<file path="config.mk">
export PLATFORM = sky130hd
export DESIGN_NAME = pc_unit
export DESIGN_NICKNAME = d
export VERILOG_FILES = /design/src/rtl/cpu_pkg.sv /design/src/rtl/branch_cond.sv /design/src/rtl/pc_unit.sv
export SDC_FILE = /design/constraint.sdc
export NUM_CORES = 1
export LEC_CHECK = 0
export ABC_AREA = 1
export CORE_MARGIN = 2
export CORE_UTILIZATION = 55
export DETAILED_ROUTE_END_ITERATION = 6
export HOLD_SLACK_MARGIN = 0.15
export PLACE_DENSITY = 0.86
export SLEW_MARGIN = 20
export SYNTH_ARGS = -nofsm -noshare
export SYNTH_HDL_FRONTEND = slang
export SYNTH_SLANG_ARGS = --single-unit
</file>
<file path="constraint.sdc">
create_clock -name clock -period 2.49 [get_ports clock]
set_input_delay 0.498 -clock clock [delete_from_list [all_inputs] [get_ports clock]]
set_output_delay 0.498 -clock clock [all_outputs]
set_load 0.1 [all_outputs]
</file>
<file path="src/rtl/cpu_pkg.sv">
`default_nettype none
// ============================================================================
// Module      : cpu_pkg
// Description : Shared CPU definitions: decoder pcControl codes, compare-flag
//               bit positions and the pc_unit state encoding.
// Revision    : 1.0 - initial release
// ============================================================================
package cpu_pkg;

    // Jump codes produced by the instruction decoder
    localparam logic [3:0] PC_SEQ = 4'd0;
    localparam logic [3:0] PC_JE  = 4'd1;
    localparam logic [3:0] PC_JB  = 4'd2;
    localparam logic [3:0] PC_JA  = 4'd3;
    localparam logic [3:0] PC_JNE = 4'd4;
    localparam logic [3:0] PC_JBE = 4'd5;
    localparam logic [3:0] PC_JAE = 4'd6;
    localparam logic [3:0] PC_JNZ = 4'd7;
    localparam logic [3:0] PC_JZ  = 4'd8;
    localparam logic [3:0] PC_JMP = 4'd9;
    localparam logic [3:0] PC_HLT = 4'd10;

    // Bit positions inside the 3-bit flags vector {zero, below, equal}
    localparam int FLAG_EQ    = 0;
    localparam int FLAG_BELOW = 1;
    localparam int FLAG_ZERO  = 2;

    // Program-counter unit run state
    typedef enum logic [0:0] {
        RUN  = 1'b0,
        HALT = 1'b1
    } pc_state_t;

endpackage : cpu_pkg
`default_nettype wire

</file>
<file path="src/rtl/branch_cond.sv">
`default_nettype none
// ============================================================================
// Module      : branch_cond
// Description : Combinational jump-condition evaluator. Decides whether the
//               decoder's pcControl code is taken given the compare flags.
//               HLT and the unused codes are never taken.
// Revision    : 1.0 - initial release
// ============================================================================
module branch_cond
    import cpu_pkg::*;
(
    input  logic [3:0] pcControl,
    input  logic [2:0] flags,
    output logic       take
);

    logic w_eq;
    logic w_below;
    logic w_zero;

    assign w_eq    = flags[FLAG_EQ];
    assign w_below = flags[FLAG_BELOW];
    assign w_zero  = flags[FLAG_ZERO];

    // Map each jump code to its flag condition
    always_comb begin
        take = 1'b0;
        case (pcControl)
            PC_JE:   take = w_eq;
            PC_JB:   take = w_below;
            PC_JA:   take = ~w_below & ~w_eq;
            PC_JNE:  take = ~w_eq;
            PC_JBE:  take = w_below | w_eq;
            PC_JAE:  take = ~w_below;
            PC_JNZ:  take = ~w_zero;
            PC_JZ:   take = w_zero;
            PC_JMP:  take = 1'b1;
            default: take = 1'b0;
        endcase
    end

endmodule : branch_cond
`default_nettype wire

</file>
<file path="src/rtl/pc_unit.sv">
`default_nettype none
// ============================================================================
// Module      : pc_unit
// Description : Program counter and branch resolution stage. Holds the
//               compare flags, resolves jumps against the registered (old)
//               flags, tracks halt state and counts retired instructions.
// Revision    : 1.0 - initial release
// ============================================================================
module pc_unit
    import cpu_pkg::*;
#(
    parameter int unsigned          PC_WIDTH  = 21,
    parameter logic [PC_WIDTH-1:0]  RESET_PC  = '0,
    parameter int unsigned          CNT_WIDTH = 32
) (
    input  logic                 clock,
    input  logic                 resetn,
    input  logic [3:0]           pcControl,
    input  logic [PC_WIDTH-1:0]  target,
    input  logic                 stall,
    input  logic                 alu_we,
    input  logic                 alu_equal,
    input  logic                 alu_below,
    input  logic                 alu_zero,
    output logic [PC_WIDTH-1:0]  pc,
    output logic                 halted,
    output logic                 branch_taken,
    output logic [2:0]           flags,
    output logic [CNT_WIDTH-1:0] icount
);

    localparam logic [PC_WIDTH-1:0]  c_pc_one  = PC_WIDTH'(1);
    localparam logic [CNT_WIDTH-1:0] c_cnt_one = CNT_WIDTH'(1);

    pc_state_t              r_state;
    pc_state_t              w_state_next;
    logic                   w_accept;
    logic                   w_take;

    logic [PC_WIDTH-1:0]    r_pc;
    logic [PC_WIDTH-1:0]    w_pc_next;
    logic [2:0]             r_flags;
    logic [2:0]             w_flags_next;
    logic [CNT_WIDTH-1:0]   r_icount;
    logic [CNT_WIDTH-1:0]   w_icount_next;
    logic                   r_branch;
    logic                   w_branch_next;

    // Condition uses the registered flags so a same-cycle ALU write is not seen
    branch_cond u_branch_cond (
        .pcControl (pcControl),
        .flags     (r_flags),
        .take      (w_take)
    );

    // Run/halt state register; only reset leaves HALT
    always_ff @(posedge clock or negedge resetn) begin
        if (!resetn) begin
            r_state <= RUN;
        end else begin
            r_state <= w_state_next;
        end
    end

    // Next state and accept qualifier: an instruction retires only in RUN without stall
    always_comb begin
        w_state_next = r_state;
        w_accept     = 1'b0;
        case (r_state)
            RUN: begin
                w_accept = ~stall;
                if (!stall && (pcControl == PC_HLT)) begin
                    w_state_next = HALT;
                end
            end
            HALT: begin
                w_state_next = HALT;
            end
            default: begin
                w_state_next = RUN;
            end
        endcase
    end

    // Next-value logic for pc, flags, counter and the branch pulse
    always_comb begin
        w_pc_next     = r_pc;
        w_flags_next  = r_flags;
        w_icount_next = r_icount;
        w_branch_next = 1'b0;
        if (w_accept) begin
            if (r_icount != {CNT_WIDTH{1'b1}}) begin
                w_icount_next = r_icount + c_cnt_one;
            end
            if (alu_we) begin
                w_flags_next = {alu_zero, alu_below, alu_equal};
            end
            if (pcControl == PC_HLT) begin
                // pc keeps pointing at the HLT instruction
                w_pc_next = r_pc;
            end else if (w_take) begin
                w_pc_next     = target;
                w_branch_next = 1'b1;
            end else begin
                // Natural wrap from all-ones back to zero
                w_pc_next = r_pc + c_pc_one;
            end
        end
    end

    // Datapath registers
    always_ff @(posedge clock or negedge resetn) begin
        if (!resetn) begin
            r_pc     <= RESET_PC;
            r_flags  <= 3'b000;
            r_icount <= '0;
            r_branch <= 1'b0;
        end else begin
            r_pc     <= w_pc_next;
            r_flags  <= w_flags_next;
            r_icount <= w_icount_next;
            r_branch <= w_branch_next;
        end
    end

    assign pc           = r_pc;
    assign halted       = (r_state == HALT);
    assign branch_taken = r_branch;
    assign flags        = r_flags;
    assign icount       = r_icount;

endmodule : pc_unit
`default_nettype wire

</file>
==> results.md, run 1 <==
- The flow ran to the end, and the final reports show no timing, DRC or antenna violations.
- The row count is 31.
- The maximum fanout count along the critical path is 20.
- The worst slew slack as a fraction of its limit is 57.2%.
- The clock reaches the later pin of the worst-skew pair after 350 ps.
- The cell leakage power is 2.58 nW.
- The detailed-routing iteration count for the pre-antenna-repair pass is 5.
- CTS built an H-tree with a depth of 3.
- The effective utilization at floorplan is 56.1%.
- Counting every instance in the synthesized netlist gives 618.
- The count of nets left with antenna violations once routing finished came out at 0.
- The critical path goes through ha_1 -> nand3_2 -> inv_2 -> nand2_2 -> nor2_4 -> nand2_2 -> nand2_4 -> buf_4 -> o21ai_0.
- In the synthesized netlist the async set-or-reset flop fraction comes to 100%.
- Clock-pin slew was measured on the worst setup and hold paths at 60 ps.
- The top-level port count is 90.
- The power density over cell area is 1060 nW/um^2.
- 0 antenna diodes ended up in the layout.
- In this run the cell area of the synthesized design comes to 4020 sq um.
- The post-synthesis cell type count is 29.
- For this run, the top clock speed supported by timing is 0.511 GHz.
- The overall die area is 8020 sq um.
- The synthesized design contains 0 enable-type register cells.
- The worst hold path belongs to the class in -> async.
- Across every metal layer, demand over resource in global routing totals 27.4%.
- Post-CTS repair changed the size of 0 cells.
- The die is 89.5 um tall.
- The worst setup path is launched from a register.
- The smallest clock period supported by the final layout is computed as 1960 ps.
- In this run the deepest clock path goes through 2 buffers.
- The internal reg-to-reg setup slack is 530 ps.
- Clock tree synthesis selected as its root buffer the cell sky130_fd_sc_hd__clkbuf_8.
- The synthesized design contains 58 register bits.
- The count of buffers from port buffering is 89.
- The fraction of final layout cells sized beyond drive strength 1 is 13.5%.
- The core outline area is 7180 sq um.
- Entering global routing, the biggest net connects 29 pins.
- The number of hold buffers added after CTS was 0.
- At the pin with the least slew margin, the transition time is 641 ps.
- For this run, the slowest stage of the critical path takes 420 ps.
- The slowest stage cell on the critical path is sky130_fd_sc_hd__dfrtp_1.
- The total of max-cap violations is 0.
- The wire length of the first global-routing pass is 17,300 um.
- The cell that appears most often on the critical path is sky130_fd_sc_hd__nand2_2.
- The worst path uses 78.6% of the clock period.
- From left edge to right edge, the die measures 89.5 um.
- The largest clock skew in the final design is 16.6 ps.
- The buffering stage count on the worst path with inverters included is 2.
- The final max-slew violation count is 0.
- The total count of hold-check failures in the final report is 0.
- For this run, the number of Yosys warnings is 0.
- For the worst setup path, the data required time is 2710 ps.
- Setup repair after global routing left no endpoint under its margin.
- After detailed routing, the average wire length per cell comes to 12.9 um.
- The CTS buffer count is 9.
- In the post-route analysis, the smallest setup slack over all paths is 534 ps.
- The number of vias per cell is 5.16.
- In the final timing run, aggregate negative setup slack is 0 ps.
- At the end of routability-driven placement, the weighted congestion stood at 0.978.
- The final layout contains routed wiring with a total length of 10,600 um.
- The total congestion overflow is 0.
- Synthesis produced a netlist with a net count of 652.
- The DRC violation count after routing is 0.
- The clock net in this run drives a total of 58 sinks.
- The main flop type after synthesis is sky130_fd_sc_hd__dfrtp_1.
- TritonCTS built the clock tree.
- The number of vias after detailed routing is 4,218.
- The detailed router finished its first iteration with 297 violations.
- Timing analysis after detailed placement gives a worst setup slack of 248 ps.
- The number of global-route vias before repair is 3,790.
- On the critical path the largest part of the delay comes from simple AND/OR/NAND/NOR gates.
- The sequential-to-total area share from yosys stat is 36.1%.
- The type of the worst setup path is reg -> reg.
- The sum of net half-perimeters after detailed placement is 7930 um.
- Setup violations remaining at the end of the flow were counted as 0.
- The initial antenna violation count is 0.
- The maximum resistive drop on vdd is 647 uV.
- The signal arrival time at the worst endpoint is 2180 ps.
- The post-CTS setup-driven buffer insertion count is 0.
- The net count of the finished layout is 747.
- The synthesis-to-layout area growth is 25.7%.
- The worst setup path is captured at a register.
- Dividing the synthesized area by the synthesized cell count gives 6.51 sq um.
final cells by class:
| class | count | area, sq um |
|---|---|---|
| Multi-Input combinational cell | 486 | 2250 |
| Inverter | 63 | 239 |
| Clock inverter | 2 | 35.0 |
| Tap cell | 99 | 124 |
| Fill cell | 634 | 2120 |
| Clock buffer | 14 | 163 |
| Timing Repair Buffer | 95 | 798 |
| Sequential cell | 58 | 1450 |
placed cells by master (no fill, tap or decap), drive strengths merged, types with 2 or more instances in the layout:
cell,Yosys,layout
o21bai,7,7
xor2,22,22
o21ai,8,8
nand3b,4,4
nor3,15,15
buf,10,65
nand3,43,43
inv,63,63
xnor2,15,15
nand2,278,278
ha,2,2
clkbuf,1,14
clkdlybuf4s50,0,30
nor2,76,76
nand4,11,11
a21oi,4,4
dfrtp,58,58
Yosys cell counts (all sizes together), types with 7 or more instances:
cell type	number	area, sq um
nand2	278	1060
nor2	76	300
inv	63	239
dfrtp	58	1450
nand3	43	225
xor2	22	193
nor3	15	85.1
xnor2	15	131
nand4	11	68.8
buf	10	82.6
o21ai	8	40.0
o21bai	7	63.8
stage by stage:
stage               hold slack, ps  instance area (sq um)  cells  total power [W]  utilization [%]
floorplan                      202                   4020    618          0.00381                -
global placement               523                   4860    801          0.00445             67.7
detailed placement             531                   4860    801          0.00450             67.7
CTS                            198                   5060    817          0.00539             70.5
global route                   225                   5060    817          0.00565             70.5
finish                         175                   5060    817          0.00539             70.5
where the power goes:
group,total (W),internal (W),switching (W)
Clock,0.000893,0.000517,0.000376
Combinational,0.00298,0.000675,0.00230
Sequential,0.00151,0.00116,0.000350
sequential cells by signal, summed over array words and instances (netlist names):
register and flops:
branch_taken 1, flags 3, halted 1, icount 32
pc 21
final timing paths:
kind,start,end,cells past startpoint
min in group clock,pc[20],pc[20],2
hold reg to reg,pc[20],pc[20],2
hold / removal,resetn,flags[2],1
max in group asynchronous,resetn,icount[5],2
setup reg to reg,icount[0],icount[16],9
setup / recovery,icount[0],icount[16],9
routing by layer:
metal  vias up  global-route usage (%)  part of all wire [%]
li1       2102                       -                     -
met3        21                    4.43                   5.6
met4         0                    10.0                   1.8
met2       160                    44.0                    48
met1      1935                    37.5                    45
met5         -                       0                     0
cells by family (layout without fill, tap and decap cells):
logic type | count (synthesis) | count (layout) | share of synthesized area, %
AND/OR/NAND/NOR | 428 | 428 | 44.1
flip-flops | 58 | 58 | 36.1
buffers and inverters | 74 | 174 | 8.08
AO/OA/AOI/OAI | 19 | 19 | 3.08
adder cells (fa/ha/maj) | 2 | 2 | 0.622
XOR/XNOR | 37 | 37 | 8.05
No activity file was read; power rests on OpenSTA's default activity.
==> run 2, diff against run 1 <==
Settings changed: CORE_UTILIZATION 55 to 51, PLACE_DENSITY 0.86 to 0.81.
Clock period 2.49 ns to 2.05 ns, I/O delays scaled along.
==> run 2 against run 1 <==
Clock skew is 1.8 ps lower. Wire length rose by 2.7%. Clock power grew 24%. Combinational power increased by 22%. Worst setup slack lost 360 ps. Count of clock-buffer cells in the layout down 2. Via count grew 1.3%. Largest cell class unchanged. Highest routed layer unchanged.
==> results.md, run 2 (synthesis gave the netlist of run 1 again) <==
- The flow ran to the end, and the final reports show no timing, DRC or antenna violations.
- Of the available clock period, the critical path in the final layout requires 91.8%.
- After global routing the overflow that remains totals 0.
- The worst slew slack as a fraction of its limit is 68.1%.
- The layout net count is 753.
- The worst setup path is launched from a register.
- The final layout contains routed wiring with a total length of 10,800 um.
- The clock arrives with 14.8 ps of skew.
- TritonCTS built the clock tree.
- The maximum number of pins on one net before global-route repair is 29.
- The number of antenna-violating nets in the routed design is 0.
- The post-route netlist has 18.6% of its cells at a drive strength greater than 1.
- For this design the ratio of total power to cell area is 1280 nW/um^2.
- The tool flagged a number of max-cap violations equal to 0.
- The die height is 92.8 um.
- The average wire length per cell after detail routing is 13.1 um.
- The worst setup path is of the reg -> reg kind.
- The later pin in the worst-skew pair is clocked with a latency of 340 ps.
- The post-CTS setup-driven buffer insertion count is 0.
- The total count of hold-check failures in the final report is 0.
- The sink count of the clock tree is 58.
- The final max-slew violation count came to 0.
- Detailed placement ended at an HPWL of 8330 um.
- From synthesis to final layout, the design area changed by 28.7%.
- The internal reg-to-reg setup slack is 170 ps.
- The row count is 32.
- The launch instance of the worst register-to-register path is icount[0].
- The tightest min-delay check is of the in -> async type.
- After the first detailed-routing iteration, the DRC count stood at 286.
- The share of total power consumed by net switching is 56.2%.
- The signal arrival time at the worst endpoint is 2130 ps.
- In this run the number of H-tree levels came out at 3.
- The worst-case reg-to-reg path depth is 10.
- Subtracting the final worst setup slack from the clock period gives 1880 ps.
- The data required time at the worst endpoint is 2300 ps.
- The number of placed cells counting well taps is 809.
- In this run the deepest clock path goes through 2 buffers.
- The count of buffers from port buffering is 89.
- The global routing stage identified its most utilized layer as met2.
- The library cell used most frequently in the layout, excluding fill and tap cells, is sky130_fd_sc_hd__nand2_1.
- Excluding fillers, the count of instances in the completed layout stands at 826.
- After detailed routing, the number of remaining DRC violations is 0.
- STA classifies the critical path endpoint as a register.
- The detailed-routing iteration count for the pre-antenna-repair pass is 5.
- From left edge to right edge, the die measures 92.8 um.
- For the pin with the worst max-slew slack, the measured transition is 475 ps.
- The total power of the final layout is 0.00661 W.
- Setup repair after global routing left no endpoint under its margin.
- Buffers inserted during clock tree synthesis total 9.
- The final estimated routing congestion in global placement is 0.939.
- For this run, the top clock speed supported by timing is 0.532 GHz.
- For this run, global-route usage on met3 was measured as 4.23%.
- The clock slew at the register clock pins of the worst setup and hold paths is 80 ps.
- The number of global-route vias before repair is 3,936.
- Using the TritonRoute via totals, the vias-per-cell ratio works out to 5.17.
- Once the floorplan was initialized, standard cells occupied 52.3% of the core.
- Of the total power, registers draw 28.2%.
- The cell-internal power is 0.00289 W.
- The met1 routing resource usage after global routing is 35.7%.
- Summed over all nets, the switching power comes to 0.00372 W.
- The core outline area is 7690 sq um.
- The share of total power dissipated in the clock network is 16.8%.
- In this run the static leakage power is 2.57 nW.
- The flip-flop count of the largest register, all copies and words added is 32.
- The reg-to-reg critical path endpoint is icount[15].
- The overall die area is 8620 sq um.
- Leaving out fill and tap cells, the most frequent cells in the layout are 274 x sky130_fd_sc_hd__nand2_1, 72 x sky130_fd_sc_hd__nor2_1, 66 x sky130_fd_sc_hd__buf_4.
- For this run, global-route usage on met2 was measured as 43.4%.
- Across every metal layer, demand over resource in global routing totals 26.0%.
- The initial antenna violation count is 0.
- The maximum resistive drop on vdd is 1340 uV.
- The post-cts sizing count is 0.
- The top-level port count is 90.
- The routed layout has 4,272 vias.
- Setup violations remaining at the end of the flow were counted as 0.
- In this run the worst path has a maximum fanout of 16.
- The combinational power share is 55.0%.
- The root buffer cell chosen for the clock tree is sky130_fd_sc_hd__clkbuf_8.
- The first global-routing pass estimated 18,200 um of wire.
- The number of inserted diodes is 0.
==> run 2: stage by stage <==
stage | util (%) | setup WS [ps] | hold WS (ps) | setup TNS, ps | cell area, sq um
after floorplan | - | 2.71 | 114 | 0 | 4060
after global placement | 64.6 | 40.5 | 296 | 0 | 4960
after detailed placement | 64.6 | -60.0 | 305 | -391 | 4960
after CTS | 67.4 | 173 | 488 | 0 | 5180
after global routing | 67.4 | 11.5 | 505 | 0 | 5180
final | 67.4 | 169 | 483 | 0 | 5180
==> run 2: power groups by stage <==
| stage | Clock (W) | Combinational (W) | Sequential, W |
|---|---|---|---|
| 2_1_floorplan | 0 | 0.000906 | 0.00374 |
| 3_3_place_gp | 0 | 0.00358 | 0.00187 |
| 3_5_place_dp | 0 | 0.00364 | 0.00187 |
| 4_1_cts | 0.00111 | 0.00365 | 0.00186 |
| 5_1_grt | 0.00117 | 0.00384 | 0.00192 |
| 6_report | 0.00111 | 0.00364 | 0.00187 |
==> run 2: what timing repair did <==
item                                    CTS  global route
hold buffers                              1             0
hold endpoints to repair                 10             0
endpoints found under the setup margin    0             0
==> run 2: final cells by class <==
cell class / count / area [sq um]
Clock buffer: 12 / 155
Multi-Input combinational cell: 486 / 2250
Fill cell: 693 / 2510
Tap cell: 102 / 128
Inverter: 63 / 239
Timing Repair Buffer: 101 / 871
Sequential cell: 58 / 1490
Clock inverter: 4 / 50.0
==> run 2: critical path, stage by stage (launching register included) <==
cell and delay (ps):
sky130_fd_sc_hd__dfrtp_2 430, sky130_fd_sc_hd__ha_1 250, sky130_fd_sc_hd__nand3_2 190, sky130_fd_sc_hd__inv_2 90, sky130_fd_sc_hd__nand2_2 90, sky130_fd_sc_hd__nor2_4 120
sky130_fd_sc_hd__nand2_2 90, sky130_fd_sc_hd__nand2_4 140, sky130_fd_sc_hd__buf_4 230, sky130_fd_sc_hd__nand2_1 80, sky130_fd_sc_hd__o21ai_1 80
==> run 2: worst max path at each step <==
stage,from,endpoint,slack [ps],cells past startpoint
floorplan,flags[2],pc[17],3,8
global placement,pcControl[1],pc[5],40,11
detailed placement,pcControl[1],pc[5],-60,11
CTS,icount[0],icount[15],170,10
global route,icount[0],icount[13],10,10
finish,icount[0],icount[15],170,10
==> run 2: per-layer routing <==
layer	share of wire, %	vias to the layer above
met5	0	-
met4	1.4	0
met3	6.8	15
met2	47	162
met1	44	1983
li1	-	2112
